[config.mk]
export PLATFORM = sky130hd
export DESIGN_NAME = uart_hex_nibble_rx_flat
export DESIGN_NICKNAME = d
export VERILOG_FILES = /design/src/rtl/uart_hex_nibble_rx_pkg.sv /design/src/rtl/uart_hex_nibble_rx_if.sv /design/src/rtl/uart_hex_nibble_rx_sync.sv /design/src/rtl/uart_hex_nibble_rx.sv /design/src/flat_wrapper.sv
export SDC_FILE = /design/constraint.sdc
export NUM_CORES = 1
export LEC_CHECK = 0
export ABC_AREA = 1
export BUFFER_PORTS_ARGS = -buffer_cell sky130_fd_sc_hd__buf_2
export CORE_MARGIN = 2
export CORE_UTILIZATION = 31
export DETAILED_ROUTE_END_ITERATION = 8
export GPL_ROUTABILITY_DRIVEN = 0
export GPL_TIMING_DRIVEN = 0
export PLACE_DENSITY = 0.53
export SLEW_MARGIN = 20
export SYNTH_ARGS = -nofsm -noshare
export SYNTH_HDL_FRONTEND = slang
export SYNTH_SLANG_ARGS = --single-unit
[constraint.sdc]
create_clock -name clk -period 3.55 [get_ports clk]
set_clock_uncertainty 0.05 [all_clocks]
set_input_delay 0.1775 -clock clk [delete_from_list [all_inputs] [get_ports clk]]
set_output_delay 0.1775 -clock clk [all_outputs]
set_load 0.1 [all_outputs]
[src/rtl/uart_hex_nibble_rx_pkg.sv]
// rtl/uart_hex_nibble_rx_pkg.sv - shared types, ASCII constants and hex decode for the UART nibble receiver
package uart_pkg;

    typedef enum logic [2:0] {
        IDLE,
        START,
        DATA,
        STOP,
        BREAK
    } rx_state_e;

    localparam logic [7:0] ASCII_0   = 8'h30;
    localparam logic [7:0] ASCII_9   = 8'h39;
    localparam logic [7:0] ASCII_UA  = 8'h41;
    localparam logic [7:0] ASCII_UF  = 8'h46;
    localparam logic [7:0] ASCII_LA  = 8'h61;
    localparam logic [7:0] ASCII_LF  = 8'h66;
    localparam logic [7:0] ASCII_SP  = 8'h20;
    localparam logic [7:0] ASCII_CR  = 8'h0D;
    localparam logic [7:0] ASCII_NL  = 8'h0A;
    localparam logic [7:0] ASCII_TAB = 8'h09;

    typedef struct packed {
        logic       valid;
        logic       ws;
        logic [3:0] nib;
    } hex_dec_t;

    function automatic hex_dec_t hex2nib(input logic [7:0] b);
        hex_dec_t r;
        r = '0;
        if (b >= ASCII_0 && b <= ASCII_9) begin
            r.valid = 1'b1;
            r.nib   = b[3:0];
        end else if ((b >= ASCII_UA && b <= ASCII_UF) || (b >= ASCII_LA && b <= ASCII_LF)) begin
            // low nibble of 'A'/'a' is 1, so +9 lands on 10
            r.valid = 1'b1;
            r.nib   = b[3:0] + 4'd9;
        end else if (b == ASCII_SP || b == ASCII_CR || b == ASCII_NL || b == ASCII_TAB) begin
            r.ws = 1'b1;
        end
        return r;
    endfunction

endpackage

[src/rtl/uart_hex_nibble_rx_if.sv]
// rtl/uart_hex_nibble_rx_if.sv - nibble stream and status bundle from receiver to loader
interface uart_hex_nibble_rx_if;
    logic [3:0] dout_o;
    logic       rx_done_tick_o;
    logic       char_err_o;
    logic       frame_err_o;
    logic       busy_o;

    modport master (output dout_o, rx_done_tick_o, char_err_o, frame_err_o, busy_o);
    modport slave  (input  dout_o, rx_done_tick_o, char_err_o, frame_err_o, busy_o);
endinterface

[src/rtl/uart_hex_nibble_rx_sync.sv]
// rtl/uart_hex_nibble_rx_sync.sv - 2-FF synchroniser for rx plus registered falling-edge pulse
module uart_rx_sync (
    input  logic clk,
    input  logic rst,
    input  logic rx_i,
    output logic rx_s_o,
    output logic fall_o
);

    logic s1_q, s2_q, prev_q, fall_q;

    always_ff @(posedge clk or posedge rst) begin
        if (rst) begin
            s1_q   <= 1'b1;
            s2_q   <= 1'b1;
            prev_q <= 1'b1;
            fall_q <= 1'b0;
        end else begin
            s1_q   <= rx_i;
            s2_q   <= s1_q;
            prev_q <= s2_q;
            fall_q <= prev_q & ~s2_q;
        end
    end

    assign rx_s_o = s2_q;
    assign fall_o = fall_q;

endmodule

[src/rtl/uart_hex_nibble_rx.sv]
// rtl/uart_hex_nibble_rx.sv - UART 8N1 receiver decoding ASCII hex into a nibble stream
// UART_RX_MAJORITY_EN: 2-of-3 vote around each mid-bit sample, decision one clock later.
module uart_hex_nibble_rx
    import uart_pkg::*;
#(
    parameter int CLK_FREQ  = 100_000_000,
    parameter int BAUD_RATE = 115_200
) (
    input  logic                   clk,
    input  logic                   rst,
    input  logic                   rx_i,
    uart_hex_nibble_rx_if.master   rx_if
);

    localparam int BIT_TICKS = CLK_FREQ / BAUD_RATE;
    localparam int CW        = $clog2(BIT_TICKS);
    localparam logic [CW-1:0] TICK_LAST = CW'(BIT_TICKS - 1);

    logic rx_s, fall, bit_smp;

    uart_rx_sync u_sync (
        .clk    (clk),
        .rst    (rst),
        .rx_i   (rx_i),
        .rx_s_o (rx_s),
        .fall_o (fall)
    );

`ifdef UART_RX_MAJORITY_EN
    // Start decision one tick late shifts every later decision to mid+1 as well.
    localparam logic [CW-1:0] TICK_START = CW'(BIT_TICKS / 2);
    logic [1:0] hist_q;

    always_ff @(posedge clk or posedge rst) begin
        if (rst) hist_q <= 2'b11;
        else     hist_q <= {hist_q[0], rx_s};
    end

    assign bit_smp = (rx_s & hist_q[0]) | (rx_s & hist_q[1]) | (hist_q[0] & hist_q[1]);
`else
    localparam logic [CW-1:0] TICK_START = CW'(BIT_TICKS / 2 - 1);
    assign bit_smp = rx_s;
`endif

    rx_state_e  state_q;
    logic [CW-1:0] tick_q;
    logic [2:0] bit_q;
    logic [7:0] shift_q;
    logic [3:0] dout_q;
    logic       done_q, cerr_q, ferr_q;
    hex_dec_t   dec;

    assign dec = hex2nib(shift_q);

    always_ff @(posedge clk or posedge rst) begin
        if (rst) begin
            state_q <= IDLE;
            tick_q  <= '0;
            bit_q   <= '0;
            shift_q <= '0;
            dout_q  <= '0;
            done_q  <= 1'b0;
            cerr_q  <= 1'b0;
            ferr_q  <= 1'b0;
        end else begin
            done_q <= 1'b0;
            cerr_q <= 1'b0;
            ferr_q <= 1'b0;
            case (state_q)
                IDLE: begin
                    if (fall) begin
                        state_q <= START;
                        tick_q  <= '0;
                    end
                end
                START: begin
                    if (tick_q == TICK_START) begin
                        tick_q  <= '0;
                        bit_q   <= '0;
                        state_q <= bit_smp ? IDLE : DATA;
                    end else begin
                        tick_q <= tick_q + 1'b1;
                    end
                end
                DATA: begin
                    if (tick_q == TICK_LAST) begin
                        tick_q          <= '0;
                        shift_q[bit_q]  <= bit_smp;
                        bit_q           <= bit_q + 1'b1;
                        if (bit_q == 3'd7) state_q <= STOP;
                    end else begin
                        tick_q <= tick_q + 1'b1;
                    end
                end
                STOP: begin
                    if (tick_q == TICK_LAST) begin
                        tick_q <= '0;
                        if (!bit_smp) begin
                            ferr_q  <= 1'b1;
                            state_q <= BREAK;
                        end else begin
                            state_q <= IDLE;
                            if (dec.valid) begin
                                dout_q <= dec.nib;
                                done_q <= 1'b1;
                            end else if (!dec.ws) begin
                                cerr_q <= 1'b1;
                            end
                        end
                    end else begin
                        tick_q <= tick_q + 1'b1;
                    end
                end
                // Held-low line stays here so it reports a single frame error.
                BREAK: begin
                    if (rx_s) state_q <= IDLE;
                end
                default: state_q <= IDLE;
            endcase
        end
    end

    assign rx_if.dout_o         = dout_q;
    assign rx_if.rx_done_tick_o = done_q;
    assign rx_if.char_err_o     = cerr_q;
    assign rx_if.frame_err_o    = ferr_q;
    assign rx_if.busy_o         = (state_q != IDLE);

endmodule

[src/flat_wrapper.sv]
// flat-port wrapper written by rule: the top's interface ports become plain ports
module uart_hex_nibble_rx_flat import uart_pkg::*;
#(
    parameter int CLK_FREQ  = 100_000_000,
    parameter int BAUD_RATE = 115_200
)
  (clk, rst, rx_i, rx_if_dout_o, rx_if_rx_done_tick_o, rx_if_char_err_o, rx_if_frame_err_o, rx_if_busy_o);
  uart_hex_nibble_rx_if rx_if_i ();
  input  logic clk;
  input  logic rst;
  input  logic rx_i;
  output wire logic [$bits(rx_if_i.dout_o)-1:0] rx_if_dout_o;
  output wire logic [$bits(rx_if_i.rx_done_tick_o)-1:0] rx_if_rx_done_tick_o;
  output wire logic [$bits(rx_if_i.char_err_o)-1:0] rx_if_char_err_o;
  output wire logic [$bits(rx_if_i.frame_err_o)-1:0] rx_if_frame_err_o;
  output wire logic [$bits(rx_if_i.busy_o)-1:0] rx_if_busy_o;
  assign rx_if_dout_o = rx_if_i.dout_o;
  assign rx_if_rx_done_tick_o = rx_if_i.rx_done_tick_o;
  assign rx_if_char_err_o = rx_if_i.char_err_o;
  assign rx_if_frame_err_o = rx_if_i.frame_err_o;
  assign rx_if_busy_o = rx_if_i.busy_o;
  uart_hex_nibble_rx #(.CLK_FREQ(CLK_FREQ), .BAUD_RATE(BAUD_RATE)) u_core (.clk(clk), .rst(rst), .rx_i(rx_i), .rx_if(rx_if_i));
endmodule
# After elaboration in Yosys (flattened, before gate mapping)
# Index checks and enable logic that the tools add are counted.
# op_classes
add_sub_neg	3
order_cmp	8
eq_ne	17
muxes	38
n_bitwise	2
n_reduce_logical	18
# ops
operator	count
$mux 10	3
$pmux 10 s3	1
$mux 3	9
$eq 8x4->1 const B	3
$mux 1	18
$ge 8x7->1 const B	2
$le 8x7->1 const B	2
$pmux 3 s5	1
$add 10x1->10 const B	1
$eq 10x10->1 const B	1
$eq 10x9->1 const B	1
$bwmux 8	1
$eq 8x6->1 const B	1
$ge 8x6->1 const B	1
$le 8x6->1 const B	1
$mux 4	2
$ne 2x1->1 const B	4
$eq 3x2->1 const B	2
$eq 3x3->1 const B	2
$pmux 3 s2	1
$reduce_and 6->1	1
$reduce_bool 3->1	2
$add 4x4->4 const B	1
$logic_and 1x1->1	4
16 further kinds	21
# totals
ff_bits	35
input_bits	3

# Logic depth before layout (Yosys ltp)
# Gate-level depths: netlist (run 1).
# depth
depth_word	12
mapped_depth	11

# Hierarchy
# A second synthesis (run 1) with hierarchy kept.
# unflattened
hier_cells	272
area_unflattened_um2	2035.7
# modules_own_cells
mod	instances	cells_each	area_each_um2	seq_area_each_um2
uart_hex_nibble_rx	1	265	1918.1	775.7
uart_rx_sync	1	7	117.6	103.8

# Worst setup path before layout (run 1)
# Ideal clock, no wire load.
# synth_path
path_kind	register to register
from	register u_core.tick_q[0]
to	register u_core.shift_q[0]
setup_time_ps	118
t_arrival_ps	1367
required_time_ps	3382
slack_ps	2015
path_stages_with_launch	10
n_path_buf	1
path_cell_list	dfrtp_1 > ha_1 > inv_1 > nor2_1 > nand3b_4 > nor2_8 > buf_8 > nand3_2 > nand2_1 > nand2_1
# synth_via
elab_chain_cells	2
# synth_lines
item	line	rtl
start, declared	uart_hex_nibble_rx.sv:46	logic [CW-1:0] tick_q;
start signal, assigned	uart_hex_nibble_rx.sv:82	tick_q <= tick_q + 1'b1;
start signal, assigned	uart_hex_nibble_rx.sv:92	tick_q <= tick_q + 1'b1;
start signal, assigned	uart_hex_nibble_rx.sv:111	tick_q <= tick_q + 1'b1;
$eq 10x10->1	uart_hex_nibble_rx.sv:86	if (tick_q == TICK_LAST) begin
$reduce_and 2->1 (no line)	-	
end signal, assigned by index	uart_hex_nibble_rx.sv:88	shift_q[bit_q] <= bit_smp;
end, declared	uart_hex_nibble_rx.sv:48	logic [7:0] shift_q;
# No other way between the ends.
# A chain may end at the register's enable or synchronous reset.

# Final worst setup path (run 1)
# layout_path
from	register u_core.tick_q[0]
to	register u_core.shift_q[7]
# Same word-level chain as after synthesis.

==> results.json, run 1 <==
{
  "critical_path_class": "reg2reg",
  "dp_hpwl_mm": 3.250,
  "num-nets-final": 312,
  "fin_setup_tns_ps": 0,
  "timing.critical_path.slowest_stage_cell": "dfrtp_1",
  "via_count_of_the_first_global_routing_pass": 1670,
  "detail_route.iter0.violations": 69,
  "synth_seq_area_share": 0.4059,
  "cts_tree": "yes",
  "r2r_startpoint": "u_core.tick_q[0]",
  "worstPathCellList": "ha_1 -> inv_1 -> nor2_1 -> nand3b_4 -> nor2_8 -> buf_8 -> nand3_2 -> nand2_1 -> nand2_1",
  "total_global_routing_overflow": 0,
  "design_power_total_uw": 1204,
  "start_util": 0.3190,
  "synth.ff_latch_count": 35,
  "core.rowCount": 30,
  "cpPeakStageDelay_ps": 420,
  "final-setup-viol-count": 0,
  "via_count": 1821,
  "drtAntennaViolNets": 0,
  "critical_path_buf_inv_count": 2,
  "slew_violations": 0,
  "post-cts-setup-buffer-count": 0,
  "antenna_found_initial": 0,
  "worst_setup_hold_path_clk_slew_ps": 70,
  "power.ir.vdd_worst_v": 0.0001588,
  "h_tree_depth": 2,
  "cts_root_buf": "clkbuf_8",
  "drcViolationCount": 0,
  "min_path_type": "in2async",
  "antenna_cells": 0,
  "finalCriticalPeriod_ps": 1725,
  "syn_nets": 292,
  "drt-pass1-iter-count": 4,
  "cts_buffers": 5,
  "worst_slew_margin_rel": 0.6786,
  "r2r_setup_slack_ps": 1830,
  "most_common_cell_type_on_the_critical_path": "nand2_1",
  "clockBufferDepth": 2,
  "timing.max_cap.violations": 0,
  "setup.worst_path.start_class": "register",
  "tightest_slew_ps": 485.4,
  "grt_util_all_layers": 0.1237,
  "top_fanout_value_on_the_critical_path": 10,
  "detail_route.wl_per_cell_um": 11.06,
  "worstPathRequired_ps": 3670,
  "critPathCaptureType": "register",
  "outcome": "complete, no violations",
  "kind_of_cell_adding_the_most_delay_to_the_critical_path": "simple AND/OR/NAND/NOR gates",
  "route.detailed.vias_per_inst": 4.575,
  "maximum_achievable_frequency_mhz": 579.9,
  "die_area_sq_um": 7676,
  "drive_gt1_frac": 0.1755,
  "portBuffers": 10,
  "report.final.hold_viol_count": 0,
  "post_cts.resized_instances": 0,
  "global_route_wire_length_before_repair_mm": 7.617,
  "drt_wl_total_mm": 4.400,
  "grt_max_degree": 28,
  "clkLatencyLatePin_ps": 280,
  "ioPinCount": 11,
  "rsz0062_at_grt": "no",
  "worst_ep_arrival_time_ps": 1840,
  "clkSinkCount": 35,
  "die-height_um": 87.61,
  "synth_area_sq_um": 2167,
  "dieWidth_um": 87.61,
  "area_grow_syn2layout_pct": 14.32,
  "worstRegToRegCells": 9,
  "rr_endpoint": "u_core.shift_q[7]",
  "floorplan_core_area_sq_um": 6794,
  "synth-warning-count": 0,
  "period_share": 0.4858,
  "syn_area_per_cell_sq_um": 7.712,
  "post_synth_num_cell_types": 31,
  "leading_cell_type_in_the_layout_fill_and_taps_excluded": "nand2_1",
  "synth_cells": 281,
  "highest_count_cells_in_the_layout_ignoring_fill_and_taps": "nand2_1 (86), nand3_1 (33), dfrtp_1 (32)",
  "leakage_uw": 0.001303,
  "power_per_cell_area_nw_per_um2": 486.1
}
## worst max-delay path by stage
stage,start,depth (start not counted),slack [ps],end
floorplan,u_core.tick_q[0],9,2020,u_core.shift_q[0]
global placement,u_core.tick_q[0],8,1810,u_core.tick_q[9]
detailed placement,u_core.tick_q[0],8,1810,u_core.tick_q[3]
CTS,u_core.tick_q[0],8,1800,u_core.tick_q[3]
global route,u_core.tick_q[0],8,1610,u_core.tick_q[3]
finish,u_core.tick_q[0],9,1830,u_core.shift_q[7]
## cell type report
type / instances / area [sq um]
fillers: 737 / 4317
multi-input cells: 204 / 1114
flip-flops and latches: 35 / 879.6
inverters: 39 / 148.9
well taps: 96 / 120.1
clock buffers: 8 / 100.1
repair buffers: 13 / 90.09
plain buffers: 3 / 25.02
## registers in the layout (all words and copies together), names as in the netlist
name,count
u_core.bit_q,3
u_core.rx_if.char_err_o,1
u_core.rx_if.dout_o,4
u_core.rx_if.frame_err_o,1
u_core.rx_if.rx_done_tick_o,1
u_core.shift_q,8
u_core.state_q,3
u_core.tick_q,10
u_core.u_sync.fall_o,1
u_core.u_sync.prev_q,1
u_core.u_sync.rx_s_o,1
u_core.u_sync.s1_q,1
## cell usage after synthesis
cell | instances | share of area
o21ai_0 | 2 | 0.0046
inv_2 | 6 | 0.010
nand4_1 | 14 | 0.040
o21ai_2 | 2 | 0.0081
nand3_1 | 33 | 0.076
nand3_4 | 1 | 0.0081
buf_2 | 2 | 0.0046
nor2_1 | 24 | 0.042
nand3b_4 | 1 | 0.0092
xnor2_1 | 1 | 0.0040
dfrtp_1 | 32 | 0.37
dfstp_2 | 3 | 0.036
nor3_2 | 2 | 0.0092
buf_8 | 1 | 0.0069
xor2_1 | 5 | 0.020
nand2_2 | 2 | 0.0058
nand3b_1 | 2 | 0.0069
a21oi_4 | 1 | 0.0075
nor2_4 | 3 | 0.016
nand3_2 | 2 | 0.0092
nand2_1 | 86 | 0.15
clkinv_1 | 1 | 0.0017
a21oi_1 | 5 | 0.012
nor2_2 | 4 | 0.012
nor3_4 | 1 | 0.0075
nand2_4 | 1 | 0.0052
o21ai_1 | 3 | 0.0069
nor2_8 | 1 | 0.0092
ha_1 | 8 | 0.046
inv_4 | 1 | 0.0029
inv_1 | 31 | 0.054
## per-layer routing
layer / GRT usage / share of wire / wire length [um]
met1: 0.1738 / 0.52 / 2295
met4: 0.02937 / 0.0039 / 17
met5: 0 / 0 / 0
met2: 0.1942 / 0.45 / 1982
met3: 0.02828 / 0.024 / 105
## power by group
part | internal, uW | total [uW] | leakage (uW) | switching [uW]
clock network | 177 | 322 | 0.0000515 | 144
registers | 431 | 475 | 0.000470 | 43.8
logic | 116 | 407 | 0.000781 | 291
total | 725 | 1200 | 0.00130 | 479
## through the flow
step	area, sq um	util	worst slack, ps	cells	hold slack (ps)
6_report	2477	0.3646	1826	398	304.7
5_1_grt	2477	0.3646	1608	398	315.0
4_1_cts	2477	0.3646	1798	398	304.3
3_5_place_dp	2357	0.3470	1807	388	63.29
3_3_place_gp	2337	0.3440	1815	387	232.6
2_1_floorplan	2167	-	2015	281	132.0
## cell families (layout without fill, tap and decap cells)
| family | Yosys count | in the layout | synth area share |
|---|---|---|---|
| simple gates | 177 | 177 | 0.4047 |
| fa+ha+maj | 8 | 8 | 0.04619 |
| xor+xnor | 6 | 6 | 0.02425 |
| flops | 35 | 35 | 0.4059 |
| buf+inv | 42 | 63 | 0.08025 |
| compound gates | 13 | 13 | 0.03868 |
## worst min-delay path, cell delays in order
cell and delay [ps]:
dlygate4sd3_1 530, buf_2 120, inv_2 180
## what timing repair did
| action | CTS | global route |
|---|---|---|
| endpoints found under the setup margin | 0 | 0 |
| hold endpoints to repair | 9 | 0 |
| hold buffers | 2 | 0 |
No activity file was read; power rests on OpenSTA's default activity.
==> run 2: changes to the inputs <==
Settings changed: PLACE_DENSITY 0.53 to 0.55.
Clock period 3.55 ns to 1.4 ns, I/O delays scaled along.
==> run 2 against run 1 <==
The flow now finishes with violations (negative setup slack); maximum frequency rose by 15%; non-clock buffer count rose by 18; hold slack got worse by 160 ps; critical path depth did not move; sequential cell count did not move; final area rose by 18%; sequential share of layout area fell by 5.1 points; critical path type unchanged; critical endpoint unchanged; largest cell class unchanged; highest routed layer unchanged.
==> results.json, run 2 (synthesis gave the netlist of run 1 again) <==
{
  "drtAntennaViolNets": 0,
  "global_route_wire_length_before_repair_mm": 8.114,
  "grt_max_degree": 31,
  "route.detailed.vias_per_inst": 4.512,
  "antenna_found_initial": 0,
  "core.rowCount": 30,
  "h_tree_depth": 2,
  "dieWidth_um": 87.61,
  "final-setup-viol-count": 28,
  "outcome": "finished, violations left",
  "wl_met2_mm": 2.406,
  "critical_path_class": "reg2reg",
  "clockBufferDepth": 2,
  "cpPeakStageDelay_ps": 410,
  "cts_buffers": 5,
  "dp_hpwl_mm": 3.262,
  "fin_setup_tns_ps": -1710,
  "drcViolationCount": 0,
  "start_util": 0.3190,
  "worst_ep_arrival_time_ps": 1640,
  "power_per_cell_area_nw_per_um2": 1208,
  "detail_route.iter0.violations": 106,
  "via_count": 1877,
  "timing.critical_path.slowest_stage_cell": "dfrtp_2",
  "rsz0062_at_grt": "yes",
  "min_path_type": "in2async",
  "drt-pass1-iter-count": 4,
  "total_global_routing_overflow": 0,
  "number_of_flip_flops_under_the_largest_register_name": 10,
  "period_share": 1.070,
  "clkSinkCount": 35,
  "drive_gt1_frac": 0.3625,
  "critPathCaptureType": "register",
  "power.ir.vdd_worst_v": 0.001475,
  "via_count_of_the_first_global_routing_pass": 1798,
  "portBuffers": 10,
  "leakage_uw": 0.001412,
  "m1WireLength_mm": 2.287,
  "area_grow_syn2layout_pct": 34.47,
  "highest_count_cells_in_the_layout_ignoring_fill_and_taps": "nand2_1 (77), inv_1 (27), nand3_1 (26), dfrtp_1 (26)",
  "finalCriticalPeriod_ps": 1498,
  "worst_setup_hold_path_clk_slew_ps": 80,
  "timing.final.ws_setup_ps": -98.44,
  "ioPinCount": 11,
  "detail_route.wl_per_cell_um": 11.82,
  "timing.max_cap.violations": 0,
  "leading_cell_type_in_the_layout_fill_and_taps_excluded": "nand2_1",
  "worstPathRequired_ps": 1540,
  "worst_slew_margin_rel": 0.6773,
  "drt_wl_total_mm": 4.917,
  "top_fanout_value_on_the_critical_path": 10,
  "maximum_achievable_frequency_mhz": 667.4,
  "cts_tree": "yes",
  "cts_root_buf": "clkbuf_8",
  "num-nets-final": 330,
  "setup.worst_path.start_class": "register",
  "met3_length_um": 143,
  "tightest_slew_ps": 487.4,
  "die-height_um": 87.61,
  "most_common_cell_type_on_the_critical_path": "nand2_1",
  "largest-register": "u_core.tick_q",
  "die_area_sq_um": 7676,
  "pre_cts_slack_ps": -287.3,
  "top_signal_layer_used": "met4",
  "floorplan_core_area_sq_um": 6794,
  "report.final.hold_viol_count": 0,
  "slew_violations": 0,
  "clkLatencyLatePin_ps": 290,
  "worstPathCellList": "ha_4 -> inv_2 -> nor2_4 -> nand3b_4 -> nor2_8 -> buf_8 -> nand3_2 -> nand2_1 -> nand2_1",
  "kind_of_cell_adding_the_most_delay_to_the_critical_path": "simple AND/OR/NAND/NOR gates",
  "grt_util_all_layers": 0.1348,
  "critical_path_buf_inv_count": 2,
  "antenna_cells": 0,
  "failed_checks": "negative setup slack"
}
==> run 2: final timing paths <==
check                                   start                      to  slack (ps)  cells after the start
setup reg to reg             u_core.tick_q[1]       u_core.shift_q[7]        -100                      9
hold reg to reg            u_core.u_sync.s1_q    u_core.u_sync.rx_s_o         310                      0
max in group asynchronous                 rst    u_core.u_sync.rx_s_o         690                      4
min in group clk           u_core.u_sync.s1_q    u_core.u_sync.rx_s_o         310                      0
hold / removal                            rst  u_core.rx_if.dout_o[2]         150                      3
setup / recovery             u_core.tick_q[1]       u_core.shift_q[7]        -100                      9
==> run 2: power by group <==
group / leakage (uW) / switching, uW / internal (uW) / total (uW)
sequential: 0.000462 / 115 / 1100 / 1220
combinational: 0.000889 / 874 / 460 / 1330
clock: 0.0000612 / 391 / 576 / 967
total: 0.00141 / 1380 / 2140 / 3520
==> run 2: area by class of cell <==
cell class / instances / area, sq um
fillers: 678 / 3880
multi-input cells: 204 / 1350
flip-flops and latches: 35 / 887.1
repair buffers: 31 / 262.8
inverters: 39 / 151.4
well taps: 96 / 120.1
clock buffers: 6 / 82.58
clock inverters: 2 / 35.03
plain buffers: 3 / 25.02
==> run 2: worst register-to-register path: cells and delay by family, from the launching register on <==
family	cells	cell delay, ps
flops	1	410
fa+ha+maj	1	170
buf+inv	2	190
simple gates	6	580
==> run 2: per-layer routing <==
layer | vias up | GRT usage
met5 | - | 0
met4 | 0 | 0.05455
met3 | 6 | 0.02545
met2 | 26 | 0.2252
met1 | 869 | 0.1718
li1 | 976 | -
==> run 2: through the flow <==
step                      cells  instance area [sq um]    util  hold WS, ps  total power, uW
final                       416                   2914  0.4289        148.2             3519
after global routing        416                   2914  0.4289        172.2             3726
after detailed placement    388                   2387  0.3514       -79.13             2320
after global placement      387                   2367  0.3484        127.3             2309
after floorplan             281                   2197       -        24.48             2108
after CTS                   410                   2716  0.3998        145.5             3500
==> run 2: what timing repair did <==
item,in CTS,in global routing
gates cloned,0,0
endpoints found under the setup margin,29,32
hold endpoints to repair,33,0
hold buffers,2,0
resized for setup,26,36
pin swaps,10,15
buffers inserted,12,7
==> run 3: changes to the inputs <==
Settings changed: CORE_ASPECT_RATIO from default to 1.25, CORE_UTILIZATION 31 to 45, MAX_ROUTING_LAYER from default to met4, PLACE_DENSITY 0.55 to 0.71.
==> run 3 against run 2 <==
The flow still finishes with violations (negative setup slack); first-iteration DRC count shrank 2.8%; core utilization increased by 18 points; final area fell by 1.6%; maximum frequency shrank 4.3%; die area shrank 30%; sequential share of layout area rose by 0.49 points; setup slack got worse by 67 ps; sequential power about the same; combinational power is 8% higher; critical path depth is 1 higher; sequential cell count unchanged; register-to-register slack worse by 70 ps; largest power group unchanged; highest routed layer unchanged.
==> results.json, run 3 (synthesis gave the netlist of run 1 again) <==
{
  "detail_route.iter0.violations": 103,
  "final-setup-viol-count": 28,
  "floorplan_core_area_sq_um": 4695,
  "critical_path_class": "reg2reg",
  "worst_setup_hold_path_clk_slew_ps": 70,
  "clockBufferDepth": 2,
  "portBuffers": 10,
  "number_of_flip_flops_under_the_largest_register_name": 10,
  "leading_cell_type_in_the_layout_fill_and_taps_excluded": "nand2_1",
  "clkSinkCount": 35,
  "cts_buffers": 5,
  "top_fanout_value_on_the_critical_path": 4,
  "most_common_cell_type_on_the_critical_path": "nand2_1",
  "worst_slew_margin_rel": 0.5093,
  "antenna_cells": 0,
  "leakage_uw": 0.001411,
  "h_tree_depth": 2,
  "via_count_of_the_first_global_routing_pass": 1910,
  "rsz0062_at_grt": "yes",
  "clkLatencyLatePin_ps": 290,
  "detail_route.wl_per_cell_um": 13.35,
  "multi_input_combinational_cell_area_sq_um": 1383,
  "setup.worst_path.start_class": "register",
  "num-nets-final": 331,
  "drt_wl_total_mm": 5.072,
  "start_util": 0.4616,
  "power_per_cell_area_nw_per_um2": 1188,
  "kind_of_cell_adding_the_most_delay_to_the_critical_path": "simple AND/OR/NAND/NOR gates",
  "report.final.hold_viol_count": 0,
  "outcome": "finished, violations left",
  "pre_cts_slack_ps": -285.9,
  "worstPathRequired_ps": 1540,
  "power.ir.vdd_worst_v": 0.0008944,
  "timing.max_cap.violations": 0,
  "die-height_um": 81.59,
  "critPathCaptureType": "register",
  "finalCoreUtilization": 0.6109,
  "finalCriticalPeriod_ps": 1566,
  "grt_max_degree": 36,
  "timing.critical_path.slowest_stage_cell": "dfrtp_1",
  "failed_checks": "negative setup slack",
  "period_share": 1.118,
  "antenna_found_initial": 0,
  "cts_root_buf": "clkbuf_8",
  "tightest_slew_ps": 734.9,
  "core.rowCount": 28,
  "global_route_wire_length_before_repair_mm": 8.197,
  "worstHoldStart": "u_core.u_sync.s1_q",
  "cpPeakStageDelay_ps": 410,
  "die_area_sq_um": 5390,
  "slew_violations": 0,
  "critical_path_buf_inv_count": 2,
  "drtAntennaViolNets": 0,
  "worst_ep_arrival_time_ps": 1700,
  "via_count": 1996,
  "grt_util_all_layers": 0.2016,
  "drcViolationCount": 0,
  "ioPinCount": 11,
  "worst_setup_path_startpoint": "u_core.tick_q[1]",
  "fin_setup_tns_ps": -2974,
  "layout.area.seq_sq_um": 887.1,
  "min_path_type": "reg2reg",
  "cts_tree": "yes",
  "drt-pass1-iter-count": 4,
  "r2r_startpoint": "u_core.tick_q[1]",
  "worstPathCellList": "ha_4 -> nand2_1 -> nor2_2 -> nand3_4 -> nand2_4 -> nand2_4 -> inv_2 -> nand2_1 -> nand2_1 -> inv_1",
  "largest-register": "u_core.tick_q",
  "highest_count_cells_in_the_layout_ignoring_fill_and_taps": "nand2_1 (71), inv_1 (27), dfrtp_1 (26)",
  "total_global_routing_overflow": 0,
  "dp_hpwl_mm": 3.155,
  "area_grow_syn2layout_pct": 32.33,
  "finalHoldWorstSlack_ps": 307.1,
  "route.detailed.vias_per_inst": 5.253,
  "maximum_achievable_frequency_mhz": 638.7,
  "dieWidth_um": 66.07,
  "drive_gt1_frac": 0.3938,
  "layout.filler_cells": 412,
  "timing.final.ws_setup_ps": -165.7
}
-- run 3: cell count changes in the layout (fill, tap and decap cells not counted), sizes merged --
cell	delta
bufinv	-1
buf	+1
-- run 3: final timing paths --
kind                            depth (start not counted)                endpoint  slack [ps]
min in group asynchronous                               3  u_core.rx_if.dout_o[0]         390
max in group asynchronous                               3       u_core.state_q[0]         370
worst min-delay path                                    0    u_core.u_sync.rx_s_o         310
worst min register to register                          0    u_core.u_sync.rx_s_o         310
worst max-delay path                                   10        u_core.tick_q[5]        -170
worst max register to register                         10        u_core.tick_q[5]        -170
-- run 3: worst reg2reg max path: stages, from the launching register on --
cell and delay, ps:
dfrtp_1 410, ha_4 190, nand2_1 80, nor2_2 180, nand3_4 140, nand2_4 130, nand2_4 70, inv_2 70
nand2_1 50, nand2_1 60, inv_1 30
-- run 3: layout make-up --
type,instances,area share
plain buffers,3,0.008726
well taps,60,0.02618
clock buffers,6,0.02880
multi-input cells,204,0.4821
inverters,39,0.05279
clock inverters,1,0.001745
flip-flops and latches,35,0.3093
repair buffers,32,0.09031
-- run 3: power by group --
group	switching, uW	internal [uW]
registers	124	1100
clock network	351	386
logic	914	528
total	1390	2020
-- run 3: metal layers --
| layer | track usage | share of wire | vias up |
|---|---|---|---|
| met3 | 0.03425 | 0.034 | 14 |
| met4 | 0.1000 | 0.027 | 0 |
| met2 | 0.3576 | 0.54 | 49 |
| met5 | - | 0 | - |
| met1 | 0.2168 | 0.39 | 960 |
| li1 | - | - | 973 |
-- run 3: repair_timing --
action                                  in CTS  in global routing
buffers inserted                            17                  3
gates resized for setup                     41                 27
pin swaps                                   18                 18
hold buffers                                 2                  0
endpoints found under the setup margin      29                 32
endpoints found under the hold margin       33                  0
-- run 3: through the flow --
stage / instance area, sq um / total power [uW] / cells
final: 2868 / 3407 / 380
after global routing: 2868 / 3603 / 380
after CTS: 2733 / 3322 / 377
after detailed placement: 2322 / 2313 / 351
after global placement: 2322 / 2286 / 351
after floorplan: 2197 / 2108 / 281
